===== src/rtl/branch_pc_if.sv =====
// Bundle between the branch operand mux / decoder and the branch + PC stage.
// With BRANCH_STATS_EN defined, the bundle also carries the taken-branch counter BrTakenCnt.
interface branch_pc_if #(
  parameter int PC_W   = 10,
  parameter int LUT_AW = 5
);
  logic              Start;
  logic              Halt;
  logic              Stall;
  logic              Branch;
  logic [1:0]        BrCond;
  logic [7:0]        OperandA;
  logic [7:0]        OperandB;
  logic [LUT_AW-1:0] TargetIdx;
  logic              LutWe;
  logic [LUT_AW-1:0] LutWrIdx;
  logic [PC_W-1:0]   LutWrData;
  logic [PC_W-1:0]   PC;
  logic              Taken;
  logic              Flush;
  logic              Done;
  logic [1:0]        state_dbg;
`ifdef BRANCH_STATS_EN
  logic [15:0]       BrTakenCnt;
`endif

  // No valid/ready handshake: every input is sampled on each rising CLK edge
  // and every output is a registered value that is stable for the whole cycle.
  modport master (
    output Start, Halt, Stall, Branch, BrCond, OperandA, OperandB, TargetIdx,
           LutWe, LutWrIdx, LutWrData,
`ifdef BRANCH_STATS_EN
    input  BrTakenCnt,
`endif
    input  PC, Taken, Flush, Done, state_dbg
  );

  modport slave (
    input  Start, Halt, Stall, Branch, BrCond, OperandA, OperandB, TargetIdx,
           LutWe, LutWrIdx, LutWrData,
`ifdef BRANCH_STATS_EN
    output BrTakenCnt,
`endif
    output PC, Taken, Flush, Done, state_dbg
  );
endinterface


===== src/rtl/branch_pc_unit.sv =====
// Branch resolution, branch-target LUT, program counter and run/halt FSM.
// Optional BRANCH_STATS_EN adds a saturating 16-bit taken-branch counter (BrTakenCnt).
module branch_pc_unit #(
  parameter int              PC_W       = 10,
  parameter int              LUT_AW     = 5,
  parameter logic [PC_W-1:0] START_ADDR = '0
) (
  input logic       CLK,
  input logic       Reset,
  branch_pc_if.slave bus
);
  typedef enum logic [1:0] {IDLE = 2'd0, RUN = 2'd1, BUBBLE = 2'd2, HALTED = 2'd3} state_t;

  localparam int LUT_N = 2 ** LUT_AW;

  state_t          state, state_n;
  logic [PC_W-1:0] pc, pc_n;
  logic            taken, taken_n;
  logic            flush, flush_n;
  logic            cond_true;
  logic            start_go;
  logic [PC_W-1:0] lut [LUT_N];

  always_comb begin
    cond_true = 1'b0;
    case (bus.BrCond)
      2'b00:   cond_true = (bus.OperandA == bus.OperandB);
      2'b01:   cond_true = (bus.OperandA != bus.OperandB);
      2'b10:   cond_true = (bus.OperandA <  bus.OperandB);
      default: cond_true = 1'b1;
    endcase
  end

  always_comb begin
    state_n  = state;
    pc_n     = pc;
    taken_n  = 1'b0;
    flush_n  = 1'b0;
    start_go = 1'b0;
    case (state)
      IDLE, HALTED: begin
        if (bus.Start) begin
          start_go = 1'b1;
          pc_n     = START_ADDR;
          state_n  = RUN;
        end
      end
      RUN: begin
        // Halt outranks Stall so a stalled pipe can still be stopped.
        if (bus.Halt) begin
          state_n = HALTED;
        end else if (bus.Stall) begin
          state_n = RUN;
        end else if (bus.Branch && cond_true) begin
          pc_n    = lut[bus.TargetIdx];
          taken_n = 1'b1;
          flush_n = 1'b1;
          state_n = BUBBLE;
        end else begin
          pc_n = pc + PC_W'(1);
        end
      end
      BUBBLE: state_n = RUN;
      default: state_n = IDLE;
    endcase
  end

  always_ff @(posedge CLK or posedge Reset) begin
    if (Reset) begin
      state <= IDLE;
      pc    <= START_ADDR;
      taken <= 1'b0;
      flush <= 1'b0;
    end else begin
      state <= state_n;
      pc    <= pc_n;
      taken <= taken_n;
      flush <= flush_n;
    end
  end

  // Registered array read combinationally: a same-cycle write is seen next cycle.
  always_ff @(posedge CLK or posedge Reset) begin
    if (Reset) begin
      for (int i = 0; i < LUT_N; i++) lut[i] <= '0;
    end else if (bus.LutWe) begin
      lut[bus.LutWrIdx] <= bus.LutWrData;
    end
  end

`ifdef BRANCH_STATS_EN
  logic [15:0] br_cnt;
  always_ff @(posedge CLK or posedge Reset) begin
    if (Reset) begin
      br_cnt <= '0;
    end else if (start_go) begin
      br_cnt <= '0;
    end else if (taken_n && (br_cnt != 16'hFFFF)) begin
      br_cnt <= br_cnt + 16'd1;
    end
  end
  assign bus.BrTakenCnt = br_cnt;
`endif

  assign bus.PC        = pc;
  assign bus.Taken     = taken;
  assign bus.Flush     = flush;
  assign bus.Done      = (state == HALTED);
  assign bus.state_dbg = state;
endmodule

===== src/flat_wrapper.sv =====
// flat-port wrapper written by rule: the top's interface ports become plain ports
module branch_pc_unit_flat 
#(
  parameter int              PC_W       = 10,
  parameter int              LUT_AW     = 5,
  parameter logic [PC_W-1:0] START_ADDR = '0
)
  (CLK, Reset, bus_Start, bus_Halt, bus_Stall, bus_Branch, bus_BrCond, bus_OperandA, bus_OperandB, bus_TargetIdx, bus_LutWe, bus_LutWrIdx, bus_LutWrData, bus_PC, bus_Taken, bus_Flush, bus_Done, bus_state_dbg);
  branch_pc_if #(.PC_W(PC_W), .LUT_AW(LUT_AW)) bus_i ();
  input logic CLK;
  input logic Reset;
  input wire logic [$bits(bus_i.Start)-1:0] bus_Start;
  input wire logic [$bits(bus_i.Halt)-1:0] bus_Halt;
  input wire logic [$bits(bus_i.Stall)-1:0] bus_Stall;
  input wire logic [$bits(bus_i.Branch)-1:0] bus_Branch;
  input wire logic [$bits(bus_i.BrCond)-1:0] bus_BrCond;
  input wire logic [$bits(bus_i.OperandA)-1:0] bus_OperandA;
  input wire logic [$bits(bus_i.OperandB)-1:0] bus_OperandB;
  input wire logic [$bits(bus_i.TargetIdx)-1:0] bus_TargetIdx;
  input wire logic [$bits(bus_i.LutWe)-1:0] bus_LutWe;
  input wire logic [$bits(bus_i.LutWrIdx)-1:0] bus_LutWrIdx;
  input wire logic [$bits(bus_i.LutWrData)-1:0] bus_LutWrData;
  output wire logic [$bits(bus_i.PC)-1:0] bus_PC;
  output wire logic [$bits(bus_i.Taken)-1:0] bus_Taken;
  output wire logic [$bits(bus_i.Flush)-1:0] bus_Flush;
  output wire logic [$bits(bus_i.Done)-1:0] bus_Done;
  output wire logic [$bits(bus_i.state_dbg)-1:0] bus_state_dbg;
  assign bus_i.Start = bus_Start;
  assign bus_i.Halt = bus_Halt;
  assign bus_i.Stall = bus_Stall;
  assign bus_i.Branch = bus_Branch;
  assign bus_i.BrCond = bus_BrCond;
  assign bus_i.OperandA = bus_OperandA;
  assign bus_i.OperandB = bus_OperandB;
  assign bus_i.TargetIdx = bus_TargetIdx;
  assign bus_i.LutWe = bus_LutWe;
  assign bus_i.LutWrIdx = bus_LutWrIdx;
  assign bus_i.LutWrData = bus_LutWrData;
  assign bus_PC = bus_i.PC;
  assign bus_Taken = bus_i.Taken;
  assign bus_Flush = bus_i.Flush;
  assign bus_Done = bus_i.Done;
  assign bus_state_dbg = bus_i.state_dbg;
  branch_pc_unit #(.PC_W(PC_W), .LUT_AW(LUT_AW), .START_ADDR(START_ADDR)) u_core (.CLK(CLK), .Reset(Reset), .bus(bus_i));
endmodule

===== config.mk =====
export PLATFORM = sky130hd
export DESIGN_NAME = branch_pc_unit_flat
export DESIGN_NICKNAME = d
export VERILOG_FILES = /design/src/rtl/branch_pc_if.sv /design/src/rtl/branch_pc_unit.sv /design/src/flat_wrapper.sv
export SDC_FILE = /design/constraint.sdc
export NUM_CORES = 1
export LEC_CHECK = 0
export BUFFER_PORTS_ARGS = -buffer_cell sky130_fd_sc_hd__buf_4
export CAP_MARGIN = 20
export CORE_MARGIN = 1
export CORE_UTILIZATION = 30
export DETAILED_ROUTE_END_ITERATION = 10
export GPL_ROUTABILITY_DRIVEN = 0
export RECOVER_POWER = 25
export SYNTH_ARGS = -nofsm -noshare
export SYNTH_HDL_FRONTEND = slang
export SYNTH_SLANG_ARGS = --single-unit

===== constraint.sdc =====
create_clock -name CLK -period 13.4 [get_ports CLK]
set_clock_uncertainty 0.1 [all_clocks]
set_input_delay 0.67 -clock CLK [delete_from_list [all_inputs] [get_ports CLK]]
set_output_delay 0.67 -clock CLK [all_outputs]
set_load 0.05 [all_outputs]

# Word-level counts from Yosys, hierarchy flattened
# Cells that the tools add are included.
# word_totals
reg_bits	333
input_bits	45
out_inout_bits	15
word_cells	82
# classes
n_addsub	1
magnitude_cmp	4
eq_ne	11
mux	21
n_bitwise	2
n_reduce_logical	8
# op_table
operator	n
320-bit bitwise mux	1
10-bit 2-to-1 mux	7
10-bit binary-select mux with 5-bit select	1
10-bit demux with 5-bit select	1
10-bit case mux with 2 select lines	1
6-bit >= comparator (second input constant)	2
5-bit inverter with 6-bit output	2
10-bit by 1-bit adder with 10-bit output (second input constant)	1
8-bit == test	1
8-bit < comparator	1
2-bit 2-to-1 mux	4
8-bit != test	1
2-bit == test (second input constant)	3
6-bit by 1-bit < comparator with 1-bit output (second input constant)	1
2-bit != test (second input constant)	3
2-bit case mux with 3 select lines	1
2-bit by 1-bit == test with 1-bit output (second input constant)	2
2-bit logical NOT	2
1-bit 2-to-1 mux	4
4-bit by 3-bit != test with 1-bit output (second input constant)	1
4-bit AND reduction	1
1-bit case mux with 3 select lines	1
1-bit logical AND	2
2-bit AND reduction	1
other kinds (2)	2

# Logic depth before layout (Yosys ltp)
# Gate-level depths: netlist of the first run.
# depth
depth_word	8
depth_mapped	9
ltp_nobuf	8

# Worst setup path after synthesis of the first run
# Ideal clock, no wire load.
# synth_path
path_kind	input to register
start	input bus_OperandB[2]
end	register u_core.pc[2], in the netlist u_core.bus.PC[2]
setup_time_ps	122
t_arrival_ps	2318
required_time_ps	13178
setup_slack_ps	10861
cell_stages	8
n_path_buf	0
cell_sequence	inv_1 -> ha_1 -> and4b_1 -> a211o_1 -> a21oi_1 -> o31ai_2 -> or3_1 -> a32o_1
# synth_between
elab_chain_cells	7
word_cells_on_any_way	9
classes_between	1 x order compare; 2 x eq/ne; 5 x mux; 1 x reduce/logical
# synth_rtl
element	line_no	source
from (decl)	flat_wrapper.sv:18	input wire logic [$bits(bus_i.OperandB)-1:0] bus_OperandB;
8-bit < comparator (tied with other cells)	branch_pc_unit.sv:29	2'b10: cond_true = (bus.OperandA < bus.OperandB);
1-bit case mux with 3 select lines (*)	branch_pc_unit.sv:26	case (bus.BrCond)
1-bit logical AND (*)	branch_pc_unit.sv:54	end else if (bus.Branch && cond_true) begin
10-bit 2-to-1 mux (*)	branch_pc_unit.sv:54	
10-bit 2-to-1 mux (*)	branch_pc_unit.sv:52	end else if (bus.Stall) begin
10-bit 2-to-1 mux (*)	branch_pc_unit.sv:50	if (bus.Halt) begin
10-bit case mux with 2 select lines (*)	branch_pc_unit.sv:40	case (state)
to (signal assigned)	branch_pc_unit.sv:76	pc <= pc_n;
to (decl)	branch_pc_unit.sv:17	logic [PC_W-1:0] pc, pc_n;
# Every way passes the cells marked *; elsewhere a longest branch is shown, timed or not. The select of a mux whose other input is x is not followed.
# A chain may end at the register's enable or synchronous reset.

==> results of run 1 <==
## layout make-up
| class | instances | area (um^2) | area share (%) |
|---|---|---|---|
| clock buffers | 58 | 1190 | 6.56 |
| multi-input cells | 692 | 7020 | 38.7 |
| flip-flops and latches | 333 | 8330 | 46.0 |
| well taps | 680 | 851 | 4.69 |
| inverters | 20 | 76.3 | 0.421 |
| clock inverters | 10 | 129 | 0.711 |
| repair buffers | 70 | 534 | 2.95 |
## synth_stat cells (all sizes together) (15+ instances only)
cell type  count
dfrtp        333
mux2         323
mux2i         74
mux4          46
clkbuf        45
nand2         39
nor2          35
nand3         30
a22oi         29
buf           26
inv           19
a21oi         15
## layer usage
metal / vias to the layer above / share of wire [%] / track usage [%]
met2: 202 / 47 / 24.3
met3: 63 / 4.9 / 3.31
li1: 4230 / - / -
met1: 5152 / 46 / 21.7
met5: - / 0.22 / 0
met4: 14 / 2.0 / 4.28
## worst max-delay path, stage by stage
cell and delay (ns):
clkbuf_4 0.11, clkinvlp_2 3.29, clkbuf_1 1.31, buf_16 0.35
## power groups by stage
stage | Combinational [mW] | Clock [mW] | Sequential [mW]
after detailed placement | 0.585 | 0 | 1.34
final | 0.584 | 1.08 | 1.32
after global routing | 0.627 | 1.15 | 1.34
after CTS | 0.586 | 1.11 | 1.32
after global placement | 0.571 | 0 | 1.33
after floorplan | 0.395 | 0 | 1.34
## flip-flops by register name, summed over array words and instances, names as in the netlist
register and flops:
u_core.bus.state_dbg 2, u_core.bus.Taken 1, u_core.bus.PC 10, u_core.lut 320
## how the worst max path moves through the flow
stage          slack (ns)          endpoint  depth (start not counted)
2_1_floorplan        3.41  u_core.bus.PC[0]                          1
3_3_place_gp         9.60  u_core.bus.PC[3]                          8
3_5_place_dp         9.52  u_core.bus.PC[5]                          8
4_1_cts             10.07  u_core.bus.PC[5]                          8
5_1_grt              7.22   u_core.lut[102]                          4
6_report             8.15   u_core.lut[106]                          4
## cell families after synthesis
group	Yosys count	synth area share, %
buffers and inverters	92	2.84
flip-flops	333	52.8
AND/OR/NAND/NOR	151	4.98
adder cells (fa/ha/maj)	11	0.872
multiplexers	443	34.5
AO/OA/AOI/OAI	87	4.00
==> reports/results.tsv, run 1 <==
metric	value	unit
outcome	finished with violations	
failing checks	capacitance limit, slew limit	
dominant cell type by area after synthesis	dfrtp_1	
via count	9661	
pre-CTS setup slack	9.52	ns
most frequent cells in the layout	dfrtp_1, mux2_2, mux2i_1, buf_4, clkbuf_16	
f_max	0.190	GHz
area fraction of the dominant cell type after synthesis	52.8	%
setup bufs post-CTS	0	
Die Ht	231	um
Hold Startpoint	bus_Halt	
crit-path max FO	132	
Cell Area, Synth	15800	um^2
final cycle utilization of the critical path	39.2	%
H-Tree Depth	2	
asr flop ratio synth	100	%
Post-synth EDFFs	0	
Synth-to-Final Area Change	14.8	%
top_reg_cell synth	dfrtp_1	
Pint	2.17	mW
Worst Hold Class	input port to flip-flop	
Reg2Reg Depth	9	
Max-Slew Margin vs Limit	-303	%
Placed Instance Area	16800	um^2
clk_lat worst skew	0.54	ns
Overflow after GRT	0	
Synth area leaders	dfrtp_1, mux2_2, mux4_2	
post-detail-place hpwl	26600	um
RSZ-0062 raised after global routing	no	
commonest non-fill, non-tap cell in the layout	dfrtp_1	
post-CTS sizing	0	
vias in the first global route	9886	
Vias/cell	5.19	
Die W	231	um
CORE AREA	51600	um^2
clock period minus worst slack	5.25	ns
TritonRoute pass-1 iters	5	
Avg Cell Area, Syn	14.1	um^2
WL final	41400	um
worst hold path depth	3	
Buffers on Ports	59	
CTS Root Cell	clkbuf_16	
Setup CP Type	input port to asynchronous set/reset pin	
GRT Total Usage	15.6	%
leak pwr	8.16	nW
FF-to-FF Start	u_core.bus.state_dbg[1]	
Max Slew Vio Count	160	
endpoint type of the worst setup path	asynchronous set/reset pin	
crit path DAT	5.85	ns
fraction of layout cells with a size suffix above 1	42.9	%
initial DRC count	751	
fin util	35.1	%
DRC violations left	0	
total CTS buffers	38	
placed cell count	1793	
# IOs	60	
Max rail drop VDD	0.0000941	V
initial core utilization	30.6	%
NumNets Final	1211	
Max Root-Sink Buffers	3	
post-synthesis cell count	1117	
Fin Setup TNS	0	ns
Least-Margin Pin Slew	6.05	ns
Antenna Nets Post-Route	0	
PwrDens	165	nW/um^2
clk sinks	333	
flops & latches, synth	333	
worst flop-to-flop path endpoint	u_core.bus.PC[9]	
Final Non-Filler Cells	1863	
clock network fraction of design power	36.3	%
Post-Layout Inst Area	18100	um^2
post-route worst setup slack	8.15	ns
Comb pwr share	19.5	%
reg2reg setup slack	10.85	ns
final hold vios	0	
post-DR wirelength/cell	22.2	um
CP Data Required Time	14.00	ns
Power Total	2.99	mW
endpoint of the worst hold path	u_core.bus.state_dbg[1]	
Syn Nets	1173	
Reg clk slew, reported paths	0.06	ns
Sw Ratio	27.5	%
die area	53600	um^2
FILL cells	4870	
# rows	83	
Seq/Total Area, Yosys	52.8	%
sequential power share	44.2	%
Sw Pwr	0.823	mW
initial antenna violation count	7	
post-synth cell types	57	
worst hold margin	0.305	ns
count of final setup violators	0	
largest net degree at the start of global routing	133	
CTS Hold Bufs	0	
CTS tree	done	
first-pass GRT wire length	63000	um
Yosys warnings	0	
Worst Setup SP	Reset	
CP startpoint kind	input port	
Max Cap Viol	2	
Diodes inserted	0	
No activity file was read; power rests on OpenSTA's default activity.
==> run 2: changes to the inputs <==
==> constraint.sdc (replaced) <==
create_clock -name CLK -period 5.5 [get_ports CLK]
set_clock_uncertainty 0.1 [all_clocks]
set_input_delay 0.275 -clock CLK [delete_from_list [all_inputs] [get_ports CLK]]
set_output_delay 0.275 -clock CLK [all_outputs]
set_load 0.05 [all_outputs]
==> run 2 against run 1 <==
The flow still finishes with violations (capacitance limit, slew limit). Critical endpoint is now u_core.lut[238]. Combinational power rose by 140%. Non-clock buffer count rose by 1. Largest cell class unchanged. Largest power group unchanged. Utilization about the same.
==> reports/results.tsv, run 2 (synthesis results as in run 1) <==
metric	value	unit	change
Vias/cell	5.26		+1.4%
CP max-delay cell	clkbuf_2		
via count	9795		+1.4%
final cycle utilization of the critical path	64.1	%	
NumNets Final	1212		+0.083%
Max rail drop VDD	0.000217	V	+130%
Power Total	7.30	mW	+140%
Max Cap Viol	2		unchanged
initial antenna violation count	5		-2
Reg2Reg Depth	7		-2
CP max stage delay	2.11	ns	-1.18 ns
Post-Layout Inst Area	18100	um^2	about the same
outcome	finished with violations		
initial DRC count	743		-1.1%
# rows	83		unchanged
count of final setup violators	0		unchanged
final hold vios	0		unchanged
placed cell count	1791		-0.11%
GRT Total Usage	15.6	%	about the same
setup bufs post-CTS	0		unchanged
post-CTS sizing	0		unchanged
Least-Margin Pin Slew	3.01	ns	-3.04 ns
leak pwr	8.15	nW	-0.12%
reg2reg setup slack	2.65	ns	-8.20 ns
Worst Setup SP	Reset		
Reg clk slew, reported paths	0.06	ns	about the same
Worst Hold Class	input port to flip-flop		
clk sinks	333		unchanged
Synth-to-Final Area Change	14.9	%	about the same
worst path buffer plus inverter count	4		unchanged
DRC violations left	0		unchanged
Max-Slew Margin vs Limit	-101	%	+200 points
fraction of layout cells with a size suffix above 1	42.3	%	-0.60 points
TritonRoute pass-1 iters	7		+2
Max Root-Sink Buffers	3		unchanged
first-pass GRT wire length	63500	um	+0.89%
Placed Instance Area	16800	um^2	+0.13%
RSZ-0062 raised after global routing	no		
post-DR wirelength/cell	21.8	um	-1.9%
H-Tree Depth	2		unchanged
CP startpoint kind	input port		
vias in the first global route	10138		+2.5%
failing checks	capacitance limit, slew limit		
worst-path cell chain	dlygate4sd3_1 > clkbuf_4 > clkinvlp_2 > clkbuf_2		
CTS Root Cell	clkbuf_16		
post-detail-place hpwl	26300	um	-1.1%
most frequent cells in the layout	dfrtp_1, mux2_2, mux2i_1, buf_4, clkbuf_16		
Setup CP Type	input port to asynchronous set/reset pin		
die area	53600	um^2	unchanged
Fin Setup TNS	0	ns	unchanged
max FFs per register	320		unchanged
# IOs	60		unchanged
WL final	40600	um	-1.9%
WP depth	4		unchanged
crit path capture	u_core.lut[238]		
Antenna Nets Post-Route	0		unchanged
clock period minus worst slack	3.53	ns	
Max Slew Vio Count	161		+0.63%
Overflow after GRT	0		unchanged
initial core utilization	30.6	%	unchanged
crit path DAT	3.40	ns	-2.45 ns
Final Non-Filler Cells	1862		-0.054%
CTS tree	done		
PwrDens	402	nW/um^2	+140%
Most flops, register	u_core.lut		
Die W	231	um	unchanged
clk_lat worst skew	0.54	ns	about the same
Die Ht	231	um	unchanged
FF-to-FF Start	u_core.bus.state_dbg[1]		
CORE AREA	51600	um^2	unchanged
CP delay by family, top	buffers and inverters		
Buffers on Ports	59		unchanged
largest net degree at the start of global routing	171		+29%
FILL cells	4883		+0.27%
crit-path max FO	122		-7.6%
total CTS buffers	38		unchanged
f_max	0.284	GHz	
endpoint type of the worst setup path	asynchronous set/reset pin		
commonest non-fill, non-tap cell in the layout	dfrtp_1		
CP Data Required Time	5.38	ns	-8.62 ns
worst flop-to-flop path endpoint	u_core.bus.PC[9]		
-- run 2: cell count changes in the layout (fill, tap and decap cells not counted), moves of 2 or more --
cell	previous run	this run
buf_12	0	2
buf_4	63	58
clkbuf_1	11	13
clkinv_2	6	2
dlygate4sd3_1	0	4
-- run 2: worst min path at each step --
stage	cells past startpoint	slack [ns]	from	end
2_1_floorplan	1	0.31	bus_LutWrData[4]	u_core.lut[34]
3_3_place_gp	1	0.38	u_core.lut[39]	u_core.lut[39]
3_5_place_dp	1	0.38	u_core.lut[39]	u_core.lut[39]
4_1_cts	4	0.02	bus_Start	u_core.bus.state_dbg[0]
5_1_grt	4	0.02	bus_Start	u_core.bus.state_dbg[0]
6_report	4	0.04	bus_Start	u_core.bus.state_dbg[0]
-- run 2: layer usage --
layer | part of all wire [%] | track usage [%] | up-vias
met2 | 45 | 23.6 | 246
met3 | 5.5 | 3.20 | 80
met4 | 3.4 | 5.86 | 8
li1 | - | - | 4250
met5 | 0.11 | 0 | -
met1 | 46 | 21.8 | 5211
-- run 2: per-stage QoR --
stage | worst slack (ns) | hold slack, ns | utilization (%)
after CTS | 2.73 | 0.0200 | 35.2
after global routing | 1.24 | 0.0240 | 35.2
after floorplan | 0.676 | 0.310 | -
after detailed placement | 2.47 | 0.379 | 32.6
final | 1.97 | 0.0382 | 35.2
after global placement | 2.53 | 0.375 | 32.5
-- run 2: area by class of cell --
| type | instances | area [um^2] | share of cell area, % |
|---|---|---|---|
| diodes | 1 | 2.50 | 0.0138 |
| repair buffers | 71 | 547 | 3.01 |
| flip-flops and latches | 333 | 8330 | 45.9 |
| clock inverters | 7 | 139 | 0.765 |
| multi-input cells | 692 | 7020 | 38.7 |
| clock buffers | 58 | 1180 | 6.50 |
| well taps | 680 | 851 | 4.69 |
| inverters | 20 | 76.3 | 0.421 |
-- run 2: timing repair --
| action | CTS | global route |
|---|---|---|
| hold buffers | 4 | 0 |
| endpoints found under the setup margin | 0 | 0 |
| endpoints found under the hold margin | 44 | 0 |
-- run 2: power breakdown --
group	switching [mW]	internal, mW	total [mW]
clock network	1.01	1.66	2.67
logic	0.715	0.701	1.42
registers	0.273	2.94	3.22
total	1.99	5.30	7.30
-- run 2: worst register-to-register path: stages, from the launching register on --
cell and delay [ns]:
dfrtp_1 0.36, inv_1 0.08, ha_1 0.39, o211ai_1 0.90, inv_1 0.17, nand2_1 0.25
nor2_1 0.09, a221o_1 0.39
